<file path="config.mk">
export PLATFORM = sky130hd
export DESIGN_NAME = ps2_host_cmd_controller
export DESIGN_NICKNAME = d
export VERILOG_FILES = /design/src/rtl/ps2_pkg.sv /design/src/rtl/ps2_line_sync.sv /design/src/rtl/ps2_host_cmd_controller.sv
export SDC_FILE = /design/constraint.sdc
export NUM_CORES = 1
export LEC_CHECK = 0
export CORE_UTILIZATION = 50
export DETAILED_ROUTE_END_ITERATION = 10
export MAX_ROUTING_LAYER = met4
export PLACE_DENSITY = 0.77
export SYNTH_ARGS = -nofsm -noshare
export SYNTH_HDL_FRONTEND = slang
export SYNTH_SLANG_ARGS = --single-unit
</file>
<file path="constraint.sdc">
create_clock -name clk -period 3.5 [get_ports clk]
set_input_delay 0.525 -clock clk [delete_from_list [all_inputs] [get_ports clk]]
set_output_delay 0.525 -clock clk [all_outputs]
set_load 0.02 [all_outputs]
</file>
<file path="src/rtl/ps2_pkg.sv">
// ps2_pkg: shared PS/2 host state encoding, command/response byte codes and parity helper
package ps2_pkg;

    typedef enum logic [2:0] {IDLE, INHIBIT, RTS, TX, WAIT_RESP} ps2_state_t;

    localparam logic [7:0] PS2_ACK         = 8'hFA;
    localparam logic [7:0] PS2_RESEND      = 8'hFE;
    localparam logic [7:0] PS2_BAT_OK      = 8'hAA;
    localparam logic [7:0] PS2_CMD_SET_LED = 8'hED;
    localparam logic [7:0] PS2_CMD_RESET   = 8'hFF;

    function automatic logic odd_parity(input logic [7:0] d);
        return ~^d;
    endfunction

endpackage

</file>
<file path="src/rtl/ps2_line_sync.sv">
// ps2_line_sync: 2-flop synchronizers for the PS/2 clock/data pads plus a falling-edge strobe on the clock
module ps2_line_sync (
    input  logic clk,
    input  logic rst,
    input  logic clk_pad,
    input  logic data_pad,
    output logic data_s,
    output logic clk_fall
);

    logic [1:0] clk_ff;
    logic [1:0] data_ff;
    logic       clk_prev;

    // synchronize both pads; reset to the idle-high bus level so no edge appears out of reset
    always_ff @(posedge clk or posedge rst) begin
        if (rst) begin
            clk_ff   <= 2'b11;
            data_ff  <= 2'b11;
            clk_prev <= 1'b1;
        end else begin
            clk_ff   <= {clk_ff[0], clk_pad};
            data_ff  <= {data_ff[0], data_pad};
            clk_prev <= clk_ff[1];
        end
    end

    assign data_s   = data_ff[1];
    assign clk_fall = clk_prev & ~clk_ff[1];

endmodule

</file>
<file path="src/rtl/ps2_host_cmd_controller.sv">
// ps2_host_cmd_controller: PS/2 host-to-device command sequencer (inhibit, RTS, frame, line ACK, 0xFA/0xFE response, retries); PS2_TX_WATCHDOG_EN adds a per-bit TX watchdog
module ps2_host_cmd_controller
    import ps2_pkg::*;
#(
    parameter int INHIBIT_CYCLES = 5000,
    parameter int RESP_TIMEOUT   = 1000000,
    parameter int MAX_RETRIES    = 3,
    parameter int BIT_TIMEOUT    = 100000
) (
    input  logic       clk,
    input  logic       rst,
    input  logic       cmd_valid,
    output logic       cmd_ready,
    input  logic [7:0] cmd_byte,
    input  logic       cmd_has_arg,
    input  logic [7:0] arg_byte,
    input  logic [7:0] rx_byte,
    input  logic       rx_valid,
    input  logic       ps2clk_in,
    input  logic       ps2data_in,
    output logic       ps2clk_drive_low,
    output logic       ps2data_drive_low,
    output logic       rx_inhibit,
    output logic       done,
    output logic       error,
    output logic       busy
);

    localparam int CMAX = (INHIBIT_CYCLES > RESP_TIMEOUT) ?
                          ((INHIBIT_CYCLES > BIT_TIMEOUT) ? INHIBIT_CYCLES : BIT_TIMEOUT) :
                          ((RESP_TIMEOUT > BIT_TIMEOUT) ? RESP_TIMEOUT : BIT_TIMEOUT);
    localparam int CW = $clog2(CMAX + 1);
    localparam int RW = (MAX_RETRIES > 0) ? $clog2(MAX_RETRIES + 1) : 1;
    localparam logic [CW-1:0] CNT_SAT  = CW'(CMAX);
    localparam logic [CW-1:0] INH_LAST = CW'(INHIBIT_CYCLES - 1);
    localparam logic [CW-1:0] RESP_TO  = CW'(RESP_TIMEOUT);
    localparam logic [RW-1:0] RETRY_MX = RW'(MAX_RETRIES);
`ifdef PS2_TX_WATCHDOG_EN
    localparam logic [CW-1:0] BIT_TO   = CW'(BIT_TIMEOUT);
`endif

    ps2_state_t    state;
    logic [7:0]    cmd_q, arg_q;
    logic          has_arg_q, sel;
    logic [RW-1:0] retry;
    logic [CW-1:0] cnt, cnt_inc;
    logic [3:0]    bitk;
    logic          data_s, clk_fall;
    logic [7:0]    tx_byte;
    logic          tx_level;

    ps2_line_sync u_sync (
        .clk     (clk),
        .rst     (rst),
        .clk_pad (ps2clk_in),
        .data_pad(ps2data_in),
        .data_s  (data_s),
        .clk_fall(clk_fall)
    );

    assign tx_byte  = sel ? arg_q : cmd_q;
    assign tx_level = (bitk < 4'd8) ? ~tx_byte[bitk[2:0]] : (bitk == 4'd8) ? ~odd_parity(tx_byte) : 1'b0;
    assign cnt_inc  = (cnt == CNT_SAT) ? cnt : cnt + 1'b1;

    // command sequencer; every output is registered and moves together with the state
    always_ff @(posedge clk or posedge rst) begin
        if (rst) begin
            state             <= IDLE;
            cmd_q             <= 8'h00;
            arg_q             <= 8'h00;
            has_arg_q         <= 1'b0;
            sel               <= 1'b0;
            retry             <= '0;
            cnt               <= '0;
            bitk              <= 4'd0;
            cmd_ready         <= 1'b1;
            busy              <= 1'b0;
            ps2clk_drive_low  <= 1'b0;
            ps2data_drive_low <= 1'b0;
            rx_inhibit        <= 1'b0;
            done              <= 1'b0;
            error             <= 1'b0;
        end else begin
            done  <= 1'b0;
            error <= 1'b0;
            case (state)
                IDLE: if (cmd_valid) begin
                    cmd_q            <= cmd_byte;
                    arg_q            <= arg_byte;
                    has_arg_q        <= cmd_has_arg;
                    sel              <= 1'b0;
                    retry            <= '0;
                    cnt              <= '0;
                    cmd_ready        <= 1'b0;
                    busy             <= 1'b1;
                    ps2clk_drive_low <= 1'b1;
                    rx_inhibit       <= 1'b1;
                    state            <= INHIBIT;
                end
                INHIBIT: if (cnt == INH_LAST) begin
                    ps2clk_drive_low  <= 1'b0;
                    ps2data_drive_low <= 1'b1;
                    state             <= RTS;
                end else begin
                    cnt <= cnt_inc;
                end
                RTS: begin
                    cnt   <= '0;
                    bitk  <= 4'd0;
                    state <= TX;
                end
                TX: if (clk_fall) begin
                    cnt  <= '0;
                    bitk <= bitk + 4'd1;
                    if (bitk != 4'd10) begin
                        ps2data_drive_low <= tx_level;
                    end else if (!data_s) begin
                        rx_inhibit <= 1'b0;
                        state      <= WAIT_RESP;
                    end else begin
                        error             <= 1'b1;
                        ps2data_drive_low <= 1'b0;
                        rx_inhibit        <= 1'b0;
                        cmd_ready         <= 1'b1;
                        busy              <= 1'b0;
                        state             <= IDLE;
                    end
                end
`ifdef PS2_TX_WATCHDOG_EN
                else if (cnt == BIT_TO) begin
                    error             <= 1'b1;
                    ps2clk_drive_low  <= 1'b0;
                    ps2data_drive_low <= 1'b0;
                    rx_inhibit        <= 1'b0;
                    cmd_ready         <= 1'b1;
                    busy              <= 1'b0;
                    state             <= IDLE;
                end else begin
                    cnt <= cnt_inc;
                end
`endif
                WAIT_RESP: if (rx_valid && rx_byte == PS2_ACK) begin
                    if (!sel && has_arg_q) begin
                        sel              <= 1'b1;
                        retry            <= '0;
                        cnt              <= '0;
                        ps2clk_drive_low <= 1'b1;
                        rx_inhibit       <= 1'b1;
                        state            <= INHIBIT;
                    end else begin
                        done      <= 1'b1;
                        cmd_ready <= 1'b1;
                        busy      <= 1'b0;
                        state     <= IDLE;
                    end
                end else if ((rx_valid && rx_byte == PS2_RESEND) || cnt == RESP_TO) begin
                    if (retry < RETRY_MX) begin
                        retry            <= retry + 1'b1;
                        cnt              <= '0;
                        ps2clk_drive_low <= 1'b1;
                        rx_inhibit       <= 1'b1;
                        state            <= INHIBIT;
                    end else begin
                        error     <= 1'b1;
                        cmd_ready <= 1'b1;
                        busy      <= 1'b0;
                        state     <= IDLE;
                    end
                end else begin
                    cnt <= cnt_inc;
                end
                default: state <= IDLE;
            endcase
        end
    end

endmodule

</file>
==> impl_results.rst <==
.. list-table::
   :header-rows: 1

   * - Metric
     - Value
   * - Async set-or-reset flop fraction in the synthesized netlist
     - 100.0%
   * - Slowest-stage cell, CP
     - or4b_2
   * - Via density
     - around 6
   * - CTS resizes
     - 0
   * - Vias post-DR
     - around 2600
   * - Proportion of netlist area held by the largest area contributor
     - around 40%
   * - Violation count after the first detailed-routing iteration
     - approximately 220
   * - CP Data Arrival Time
     - 3230 ps
   * - Die H
     - approximately 83 um
   * - Slew headroom
     - between 15 and 20%
   * - Number of buffers on the longest clock path
     - 2
   * - Area of the core
     - approximately 6400 um2
   * - Synth unique cells
     - 60
   * - Average footprint of a synthesized cell
     - about 10 um2
   * - Sequential area share after synthesis
     - around 45%
   * - Total number of yosys warnings
     - 0
   * - Minimum clock period after layout
     - between 3000 and 4000 ps
   * - Diode count
     - 0
   * - Port-buffer cells
     - 37
   * - Clock sinks
     - 59
   * - Total leakage power
     - roughly 1.7 nW
   * - Post-CTS setup-driven buffer insertion count
     - 0
   * - Largest stage delay, worst path
     - 700 ps
   * - Inserted Clock Buffers
     - 9
   * - DR WL/cell
     - ~17 um
   * - Number of flops mapped to enable cells by yosys
     - 0
   * - Setup repair after global routing missed its margin
     - false
   * - Min-Delay Path Class
     - flip-flop to flip-flop
   * - Die boundary width
     - roughly 83 um
   * - Antenna violations before repair
     - 0
   * - Count of max-cap constraint violations
     - 0
   * - DRT Pass-1 Iters
     - 5
   * - Final Wtd Congestion
     - 0.9136
   * - Total non-filler cell area in the finished layout
     - around 4000 um2
   * - Actual slew at the worst max-slew pin
     - between 1000 and 1500 ps
   * - Top-Level Pins
     - 38
   * - Area taken by flip-flops and latches
     - around 1500 um2
   * - Non-filler instance count after layout
     - roughly 440
   * - Top post-synthesis cells by area
     - dfrtp_1, mux2_2, dfstp_2
   * - Number of buffer and inverter stages on the critical path
     - 0
   * - Worst-path fanout max
     - 14
   * - CTS tree
     - built
   * - Die Outline Area
     - ~7000 um2
   * - Most numerous cell in the Yosys netlist
     - dfrtp_1
   * - DRC violations left
     - 0
   * - Worst ir drop on vdd
     - 0.0005575 V
   * - Cell family with the largest share of critical-path delay
     - simple AND/OR/NAND/NOR gates
   * - Total count of hold-check failures in the final report
     - 0
   * - CP Data Required Time
     - between 3000 and 4000 ps
   * - GRT Residual Overflow
     - 0
   * - Area used by multi-input combinational logic
     - ~1700 um2
   * - Critical Path End Type
     - flip-flop
   * - Final number of max-transition violations
     - 0
   * - Floorplan row count
     - 29
   * - Detail Placement HPWL
     - around 5400 um
   * - Startpoint types
     - flip-flop
   * - Register bit total from synthesis
     - between 50 and 60
   * - Cell Area, Placed
     - between 3000 and 4000 um2
   * - Antenna-violating nets left
     - 0
   * - Filler instances
     - roughly 500
   * - Via count of the first global-routing pass
     - roughly 2700
   * - Maximum number of pins on one net before global-route repair
     - 26
   * - Net count of the mapped netlist
     - between 300 and 400
   * - Clock root cell
     - clkbuf_8
   * - CTS hold repair buffers
     - 0
   * - Final clock period utilization by the worst path
     - between 80% and 90%
   * - Insertion delay of the later-clocked pin in the worst-skew pair
     - around 340 ps
   * - Final routed wirelength across all metal layers
     - approximately 7400 um
   * - Total routing usage reported by global routing
     - 24.68%
   * - Biggest area consumer among synthesized cells
     - dfrtp_1
   * - Syn-to-layout area delta
     - 21.16%
   * - Global-route wire length before repair
     - about 13000 um
   * - Clock-pin transition on the worst setup and hold timing paths
     - about 60 ps
   * - Synthesized netlist cell count
     - around 320
   * - Post-layout nets
     - between 300 and 400
   * - Max Fclk
     - between 300 and 400 MHz
   * - Run status
     - complete, no violations
   * - Clock H-tree levels
     - 3
   * - Kind of critical path
     - flip-flop to flip-flop
   * - Worst path cell trace
     - or4b_2 > nor3_1 > a21o_1 > nand2_1 > a211o_1 > a22o_1
   * - Power Density
     - 755.0 nW/um2
   * - Cell count after placement
     - around 430
   * - Flip-flop cell with the highest count after synthesis
     - dfrtp_1
   * - Fraction of layout instances using a drive strength above 1
     - 16.44%
   * - Combined area of all synthesized cells
     - between 3000 and 4000 um2
   * - Cell types with the highest counts after synthesis
     - dfrtp_1, nor2_1, nand2_1
   * - Final clock skew
     - roughly 8.3 ps
   * - Final total negative setup slack
     - 0 ps
   * - Initial cell density of the core
     - roughly 52%
   * - Count of endpoints failing setup in the final report
     - 0
## final timing paths
path                                    from           endpoint  cells after the start  slack (ps)
hold reg to reg            u_sync.data_ff[0]  u_sync.data_ff[1]                      0         360
min in group asynchronous                rst           state[0]                      2         510
setup / recovery                      cnt[7]             cnt[2]                      6         500
hold / removal             u_sync.data_ff[0]  u_sync.data_ff[1]                      0         360
setup reg to reg                      cnt[7]             cnt[2]                      6         500
max in group asynchronous                rst  u_sync.data_ff[1]                      3        2300
## state kept, by name, indices dropped and copies added (netlist names), 2 cells and up
name	flops
u_sync.data_ff	2
arg_q	8
retry	2
cnt	20
cmd_q	8
state	3
bitk	4
u_sync.clk_ff	2
## per-layer routing
metal  vias to the layer above  track usage [%]  share of wire (%)
li1                       1275                -                  -
met1                      1288            29.85                 43
met2                        64            39.49                 51
met3                        12            6.561                4.6
met4                         0            9.718                1.8
met5                         -                -                  0
## cells in the final DEF, fill, tap and decap left out, types with 7 or more instances in the layout
cell / Yosys / layout
nor3_1: 12 / 12
a22o_1: 11 / 11
nor2_1: 20 / 20
nand2_1: 19 / 19
clkdlybuf4s50_1: 0 / 37
inv_1: 15 / 14
nand3_1: 14 / 14
xnor2_1: 9 / 9
xor2_1: 8 / 8
clkbuf_8: 0 / 11
a21oi_1: 14 / 14
o31ai_1: 8 / 8
o21ai_0: 7 / 7
mux2_2: 18 / 18
dfrtp_1: 53 / 53
## cells by family after synthesis
| logic type | Yosys count | share of synthesized area [%] |
|---|---|---|
| simple gates | 103 | 16.74 |
| mux | 28 | 10.66 |
| flops | 59 | 44.82 |
| fa+ha+maj | 6 | 2.268 |
| xor+xnor | 17 | 4.498 |
| compound gates | 78 | 17.99 |
| buf+inv | 26 | 3.023 |
## power by group
group	internal [mW]	switching (mW)	total [mW]
Sequential	0.864	0.199	1.06
Clock	0.439	0.271	0.709
Combinational	0.616	0.640	1.26
## metrics by stage
| step | power, mW | util [%] | setup WS, ps | hold WS (ps) |
|---|---|---|---|---|
| 6_report | 3.029 | 62.81 | 498.1 | 355.2 |
| 5_1_grt | 3.238 | 62.81 | 358.0 | 358.7 |
| 4_1_cts | 3.040 | 62.81 | 526.6 | 356.1 |
| 3_5_place_dp | 2.319 | 59.25 | 250.4 | 346.8 |
| 3_3_place_gp | 2.269 | 59.25 | 403.1 | 345.9 |
| 2_1_floorplan | 2.002 | - | 843.2 | 345.2 |
## area by class of cell
class / count / share of cell area (%)
clock buffers: 12 / 3.868
clock inverters: 4 / 1.809
inverters: 15 / 1.404
multi-input cells: 232 / 43.17
flip-flops and latches: 59 / 36.99
well taps: 77 / 2.402
repair buffers: 43 / 10.36
No activity file was read; power rests on OpenSTA's default activity.
==> patch (same flow settings) <==
The parameter `MAX_RETRIES` goes from 3 to 5.
--- a/src/rtl/ps2_host_cmd_controller.sv
+++ b/src/rtl/ps2_host_cmd_controller.sv
@@ -4,7 +4,7 @@
 #(
     parameter int INHIBIT_CYCLES = 5000,
     parameter int RESP_TIMEOUT   = 1000000,
-    parameter int MAX_RETRIES    = 3,
+    parameter int MAX_RETRIES    = 5,
     parameter int BIT_TIMEOUT    = 100000
 ) (
     input  logic       clk,
Check against the original RTL: no difference found for any inputs over 10 cycles, from zero or initial values and one cycle with rst high; that may be too few to reach the edited logic, so the function may still have changed.
==> patch against the unedited design <==
  * Sequential cell count is 1 higher
  * Utilization is 2.2 points lower
  * Routed wire length is 0.32% higher
  * Worst setup slack better by 0.17 ns
  * Global-route usage is 0.66 points lower
  * Final area is 2.6% higher
  * Synthesized area is 5.8% higher
Power is not compared: it rests on default switching activity, and its combinational part moved more than twofold at a synthesized area within 25%.
==> patch: results (changes against the unedited design) <==
metric,value,unit,change
gr usage total,24.0,%,-0.66 points
Hold Path End,u_sync.data_ff[1]$_DFF_PP1_,,
status,"complete, no violations",,
clock-pin slew on the worst setup and hold paths,0.07,ns,
diode count,0,,unchanged
# port buffers,37,,unchanged
setup ws final,0.668,ns,+0.170 ns
vias in the first global route,2797,,+4.0%
list of most frequent post-synthesis cells,"nand2_1 (75), dfrtp_1 (54), o21ai_0 (20)",,
largest cells by area after synthesis,"dfrtp_1 (39%), nand2_1 (8.0%), dfstp_2 (4.5%)",,
Synth cell types,65,,+8.3%
largest net degree at the start of global routing,24,,-7.7%
CTS Root Cell,clkbuf_8,,
DR vias/cell,5.61,,-6.1%
leakage,1.80,nW,
"Seq/Total Area, Yosys",43.1,%,-1.7 points
clk_lat worst skew,0.35,ns,
"worst slack, placed",0.521,ns,+0.270 ns
GP Congestion,0.876,,-4.1%
final net count,444,,+12%
critical path's slowest cell,o211ai_2,,
Post-CTS Setup Bufs,0,,unchanged
Worst R2R End,cnt[1]$_DFFE_PP0P_,,
post-DR wirelength/cell,14.7,um,-13%
CP Max Fanout,23,,+9
final clock skew,0.00849,ns,+0.000192 ns
Regs by FF count,"cnt (20), arg_q (8), cmd_q (8)",,
DRT iter0 DRCs,215,,-1.8%
Syn Nets,407,,+15%
cells on worst reg2reg path,8,,+2
Worst R2R Start,cnt[0]$_DFFE_PP0P_,,
global-route wire length before repair,13400,um,+3.8%
clock buffer count from CTS,9,,unchanged
delay of the slowest critical-path stage,0.82,ns,+0.12 ns
share of layout cells above drive strength 1,12.9,%,-3.6 points
Arrival @ worst endpoint,3.07,ns,-0.16 ns
DPL Wire Length,5460,um,+0.44%
Slew HR,39.6,%,+24 points
YS warnings,0,,unchanged
TritonRoute pass-1 iters,4,,-1
patch: cell types whose count changed after synthesis, sizes merged, moves of 5 or more:
cell   change
a211o      -7
a22o       -9
buf        +5
nand2     +57
a21o       +7
o21ai     +15
mux2      -17
a31oi      -5
nor3       -5
nand4      +6
patch: critical path: cells and delay by family (launching register included):
family	cells	cell delay [ns]
flip-flops	1	0.42
adder cells (fa/ha/maj)	1	0.14
AO/OA/AOI/OAI	2	1.13
buffers and inverters	1	0.09
AND/OR/NAND/NOR	4	0.93
patch: layout make-up:
cell class | instances | area [um2]
clock inverter | 6 | 48.8
tap | 96 | 120
inverter | 16 | 60.1
fill | 584 | 2680
timing repair buffer | 40 | 393
sequential | 60 | 1510
clock buffer | 10 | 138
multi-input combinational | 280 | 1850
patch: logic make-up after synthesis:
logic type	after synthesis	synth area share, %
adders and majority gates	6	2.14
xor gates and xnor gates	16	4.00
and+or+nand+nor	168	25.3
DFF	60	43.1
AOI/OAI and AO/OA	78	16.3
buffers and inverters	30	4.14
muxes	12	5.00
patch: how the worst max path moves through the flow:
stage | startpoint | endpoint | cells after the start
2_1_floorplan | rx_byte[0] | cnt[1]$_DFFE_PP0P_ | 8
3_3_place_gp | rx_byte[0] | cnt[1]$_DFFE_PP0P_ | 7
3_5_place_dp | rx_byte[0] | cnt[1]$_DFFE_PP0P_ | 7
4_1_cts | cnt[0]$_DFFE_PP0P_ | cnt[1]$_DFFE_PP0P_ | 8
5_1_grt | cnt[0]$_DFFE_PP0P_ | cnt[1]$_DFFE_PP0P_ | 8
6_report | cnt[0]$_DFFE_PP0P_ | cnt[1]$_DFFE_PP0P_ | 8
patch: power by group through the flow:
stage               sequential, mW  clock, mW  combinational (mW)
floorplan                    0.908          0               0.305
global placement             0.926          0               0.410
detailed placement           0.932          0               0.423
CTS                          0.921      0.592               0.426
global route                 0.939      0.627               0.475
finish                       0.923      0.583               0.422
patch: per-layer routing:
layer / part of all wire (%) / vias up / GRT usage, %
met5: 0 / - / -
met3: 3.5 / 11 / 3.95
met2: 46 / 76 / 36.1
li1: - / 1394 / -
met4: 1.8 / 0 / 9.39
met1: 49 / 1368 / 32.7
patch: stage by stage:
| step | hold WS, ns | cell area (um2) | instances |
|---|---|---|---|
| after global routing | 0.368 | 4120 | 508 |
| after CTS | 0.359 | 4120 | 508 |
| after global placement | 0.346 | 3930 | 492 |
| after floorplan | 0.345 | 3500 | 370 |
| final | 0.358 | 4120 | 508 |
| after detailed placement | 0.350 | 3930 | 492 |
